### src/rtl/sram_resp.sv
// Behavioural target for the CPU's 8-bit SRAM bus: combinational reads, writes
// committed when the write pulse ends, plus preload, access counters and error flags.
module sram_resp #(
  parameter int AW = 8,
  parameter int CW = 16
) (
  input  logic          clk,
  input  logic          rst,
  input  logic          cen,
  input  logic          wen,
  input  logic          oen,
  input  logic [AW-1:0] addr,
  input  logic [7:0]    dq_in,
  output logic [7:0]    dq_out,
  output logic          dq_oe,
  input  logic          ld_en,
  input  logic [AW-1:0] ld_addr,
  input  logic [7:0]    ld_data,
  output logic [CW-1:0] rd_cnt,
  output logic [CW-1:0] wr_cnt,
  output logic          err_cont,
  output logic          err_addr
);

  typedef enum logic {IDLE = 1'b0, WRITE = 1'b1} state_t;

  state_t        state, state_nxt;
  logic [7:0]    mem [0:(1<<AW)-1];
  logic          rd_act, rd_act_q, wr_low;
  logic          capture, commit;
  logic [AW-1:0] wa;
  logic [7:0]    wd;

  assign rd_act = ~cen & ~oen & wen;
  assign wr_low = ~cen & ~wen;
  assign dq_oe  = rd_act;
  // The CPU latches at the end of the strobe cycle, so no read register here.
  assign dq_out = rd_act ? mem[addr] : 8'h00;

  always_comb begin
    state_nxt = state;
    capture   = 1'b0;
    commit    = 1'b0;
    case (state)
      IDLE:    if (wr_low) begin
                 capture   = 1'b1;
                 state_nxt = WRITE;
               end
      WRITE:   if (!wr_low) begin
                 commit    = 1'b1;
                 state_nxt = IDLE;
               end
      default: state_nxt = IDLE;
    endcase
  end

  always_ff @(posedge clk) begin
    if (rst) begin
      state    <= IDLE;
      rd_act_q <= 1'b0;
      rd_cnt   <= '0;
      wr_cnt   <= '0;
      err_cont <= 1'b0;
      err_addr <= 1'b0;
      wa       <= '0;
      wd       <= '0;
    end else begin
      state    <= state_nxt;
      rd_act_q <= rd_act;
      if (rd_act && !rd_act_q && rd_cnt != '1) rd_cnt <= rd_cnt + CW'(1);
      if (commit && wr_cnt != '1)              wr_cnt <= wr_cnt + CW'(1);
      if (wr_low && !oen)                      err_cont <= 1'b1;
      if (capture)                             wa <= addr;
      // Data follows the bus every low cycle; the address is frozen at capture.
      if (wr_low)                              wd <= dq_in;
      if (state == WRITE && wr_low && addr != wa) err_addr <= 1'b1;
    end
  end

  // Array is never reset; preload is written last so it wins a same-address commit.
  always_ff @(posedge clk) begin
    if (commit && !rst) mem[wa] <= wd;
    if (ld_en)          mem[ld_addr] <= ld_data;
  end

endmodule

### config.mk
export PLATFORM = sky130hd
export DESIGN_NAME = sram_resp
export DESIGN_NICKNAME = d
export VERILOG_FILES = /design/src/rtl/sram_resp.sv
export SDC_FILE = /design/constraint.sdc
export NUM_CORES = 2
export LEC_CHECK = 0
export CORE_MARGIN = 3
export CORE_UTILIZATION = 35
export CTS_CLUSTER_DIAMETER = 80
export CTS_CLUSTER_SIZE = 24
export DETAILED_ROUTE_END_ITERATION = 8
export DONT_BUFFER_PORTS = 1
export GPL_TIMING_DRIVEN = 0
export REMOVE_ABC_BUFFERS = 1
export SYNTH_ARGS = -nofsm -noshare
export SYNTH_HDL_FRONTEND = slang
export SYNTH_SLANG_ARGS = --single-unit
### constraint.sdc
create_clock -name clk -period 3.9 [get_ports clk]
set_input_delay 0.39 -clock clk [delete_from_list [all_inputs] [get_ports clk]]
set_output_delay 0.39 -clock clk [all_outputs]
set_load 0.02 [all_outputs]
==> out/summary.txt <==
Place WS -> -1.54 ns
Critical path origin -> addr[1]
Hold Path Sink -> mem[134][7]
Die width -> 565 um
Yosys warns -> 0
Post-Syn Area -> 110000 um^2
FF-to-FF End -> mem[119][5]
Final core occ -> 38.5%
Latest clock arrival within the worst-skew pair -> 0.86 ns
Top cells by area, synth -> edfxtp_1 56%, mux2_2 21%, mux4_2 7.0%
Fmax -> 0.176 GHz
Hold path depth -> 2
Total wire length -> 390000 um
Pwr dens -> 360 nW/um^2
Drt drc -> 0
TritonCTS buffer count -> 117
Vias in the first global route -> 66300
Worst R2R Path Depth -> 4
Post-place instance area -> 113000 um^2
Antenna-violating nets left -> 0
Post-route cell area -> 120000 um^2
IO Pins -> 81
# H-tree levels -> 3
Die height -> 565 um
Layout cell share with drive strength beyond 1 -> 43.7%
Most frequent cells after synthesis -> 2055 x mux2_2, 2048 x edfxtp_1, 611 x clkbuf_1, 341 x mux4_2, 294 x nor2_1
First-pass GRT wire length -> 533000 um
Status -> complete, but fails checks
Power Internal -> 32500 uW
Top_reg_cell synth -> edfxtp_1
Initial antenna violation count -> 21
Post-synth EDFFs -> 2048
Largest area contributor in the synthesized netlist -> edfxtp_1
Vias per std cell -> 6.26
Worst-margin pin slew -> 3.10 ns
Combinational fraction of design power -> 8.7%
Crit Path Max Fanout -> 420
FILL cells -> 28500
# rows -> 204
Failing checks -> max-capacitance violations, max-slew violations, negative setup slack
Hold Vio Cnt, Final -> 0
CP Capture Type -> primary output
Clock Tree Buf Depth -> 3
DRT iter0 DRCs -> 10100
MaxCap Viol Count -> 3
Area grow syn2layout -> 9.12%
Clock Skew -> 0.0589 ns
Type of the worst setup path -> in2out
Leakage power -> 0.0422 uW
Root Buffer -> clkbuf_16
Routability Congestion -> 0.854
Floorplan Core Area -> 310000 um^2
Post-synthesis register bit count -> 2100
Die area -> 320000 um^2
Syn Inst Count -> 7160
Sequential power share -> 57.5%
Gr usage total -> 23.3%
DR pass1 iterations -> 6
Final net count -> 6732
Final max-slew violation count -> 441
Period utilization -> 146%
R2r startpoint -> state
Total global routing overflow -> 0
Top-count cell post-synth -> mux2_2
Setup TNS -> -9.70 ns
Worst Path Required -> 3.51 ns
Sw Ratio -> 24.6%
Final HPWL DP -> 222000 um
Final Worst Setup Slack -> -1.78 ns
Setup-failing EPs final -> 8
WL/cell -> 35.8 um
Syn avg cell area -> 15.3 um^2
Netlist cell types -> 76
Sink Count -> 2100
Async SR Flop Fraction -> 0%
Reg2reg setup slack -> 0.05 ns
Final min period -> 5.68 ns
Detailed-route via count -> 68300
CTS tree -> done
Clk pwr share -> 33.8%
Clock transition at path regs -> 0.09 ns
Worst setup SP type -> primary input
Post-synthesis sequential area ratio -> 57.1%
Crit path DAT -> 5.29 ns
Unrepaired setup endpoints after global routing -> true
Worst Hold Launch -> ld_data[7]
Peak VDD IR -> 384 uV
Worst Hold Class -> in2reg
Initial core utilization -> 35.3%
Port bufs -> 0
Switch Pwr -> 10600 uW
Synth top area share -> 56.1%
Slew HR -> -107%
Largest net degree at the start of global routing -> 610
## flip-flops by register name, indices dropped and copies added, names as in the netlist
signal / count
mem: 2048
rd_cnt: 16
wr_cnt: 16
wa: 8
wd: 8
err_addr: 1
err_cont: 1
rd_act_q: 1
state: 1
## critical path, cell delays in order
cell and delay (ns):
mux4_2 1.57, mux2_2 0.34, o22ai_1 0.60, a2111oi_4 0.12
buf_6 0.20, nand4_1 0.35, o21ai_4 0.22
## layout make-up
cell class                 instances  area [um^2]  share of cell area (%)
clock buffer                     134         3030                    2.54
antenna                           12         30.0                  0.0251
tap                             4120         5150                    4.31
timing repair buffer             190         3460                    2.89
clock inverter                    79          888                   0.743
multi-input combinational       4276        44400                    37.1
inverter                           7         40.0                  0.0335
sequential                      2100        62600                    52.3
## through the flow
stage / cells / hold slack, ns / power [uW]
floorplan: 6383 / 0.459 / 27300
CTS: 10900 / 0.00320 / 42700
detailed placement: 10600 / 0.466 / 28000
global placement: 10500 / 0.467 / 28700
finish: 10900 / 0.0789 / 43100
global route: 10900 / 0.0227 / 44000
## layer usage
metal,track usage [%],share of wire [%],vias up
li1,-,-,27400
met1,31.6,39,36000
met2,35.4,45,4198
met3,5.72,11,705
met4,10.3,5.0,4
met5,0,0.0064,-
## power by group through the flow
stage	clock [uW]	sequential [uW]	combinational, uW
5_1_grt	15400	24800	3820
3_3_place_gp	0	25600	3110
4_1_cts	14700	24800	3290
2_1_floorplan	0	25300	1920
6_report	14600	24800	3740
3_5_place_dp	0	25300	2760
## worst max-delay path by stage
stage / to / slack, ns / cells after the start
global route: dq_out[3] / -0.32 / 9
global placement: dq_out[2] / -8.79 / 7
floorplan: dq_out[2] / -0.25 / 7
CTS: dq_out[3] / -0.43 / 7
detailed placement: dq_out[0] / -1.54 / 6
finish: dq_out[5] / -1.78 / 7
## layout by cell type (no fill, tap or decap), types with 12 or more instances in the layout
master	n
nor2b_1	17
a211oi_1	23
clkinvlp_4	13
a21oi_1	74
o22ai_2	24
nor4_1	16
mux4_1	33
and2_1	15
o22ai_1	203
dfxtp_1	44
dlygate4sd3_1	27
nand4_1	21
nand2_2	23
nand3_1	39
o221ai_2	16
o21ai_1	75
nor3_1	74
mux4_2	350
inv_6	13
clkbuf_16	132
buf_16	58
nor3_2	19
diode_2	12
buf_12	34
o21ai_0	86
buf_4	26
xor2_1	22
mux2i_1	272
o221ai_1	60
mux2_2	2054
clkbuf_1	15
nand2_1	235
xnor2_1	12
nor2_1	288
edfxtp_1	2048
buf_6	16
## kinds of logic after synthesis
group / count (synthesis) / share of synthesized area, %
xor gates and xnor gates: 34 / 0.272
muxes: 2711 / 31.6
and+or+nand+nor: 854 / 3.53
adders and majority gates: 2 / 0.0228
DFF: 2100 / 57.1
buffers and inverters: 784 / 3.48
AOI/OAI and AO/OA: 675 / 3.97
## timing repair
action | in CTS | in global routing
pin swaps | 27 | 27
buffers inserted | 13 | 14
hold endpoints to repair | 1053 | 0
hold buffers | 48 | 0
gates resized for setup | 137 | 98
setup endpoints to repair | 161 | 404
cloned | 2 | 13
Note: power is estimated with default switching activity, not from simulation.
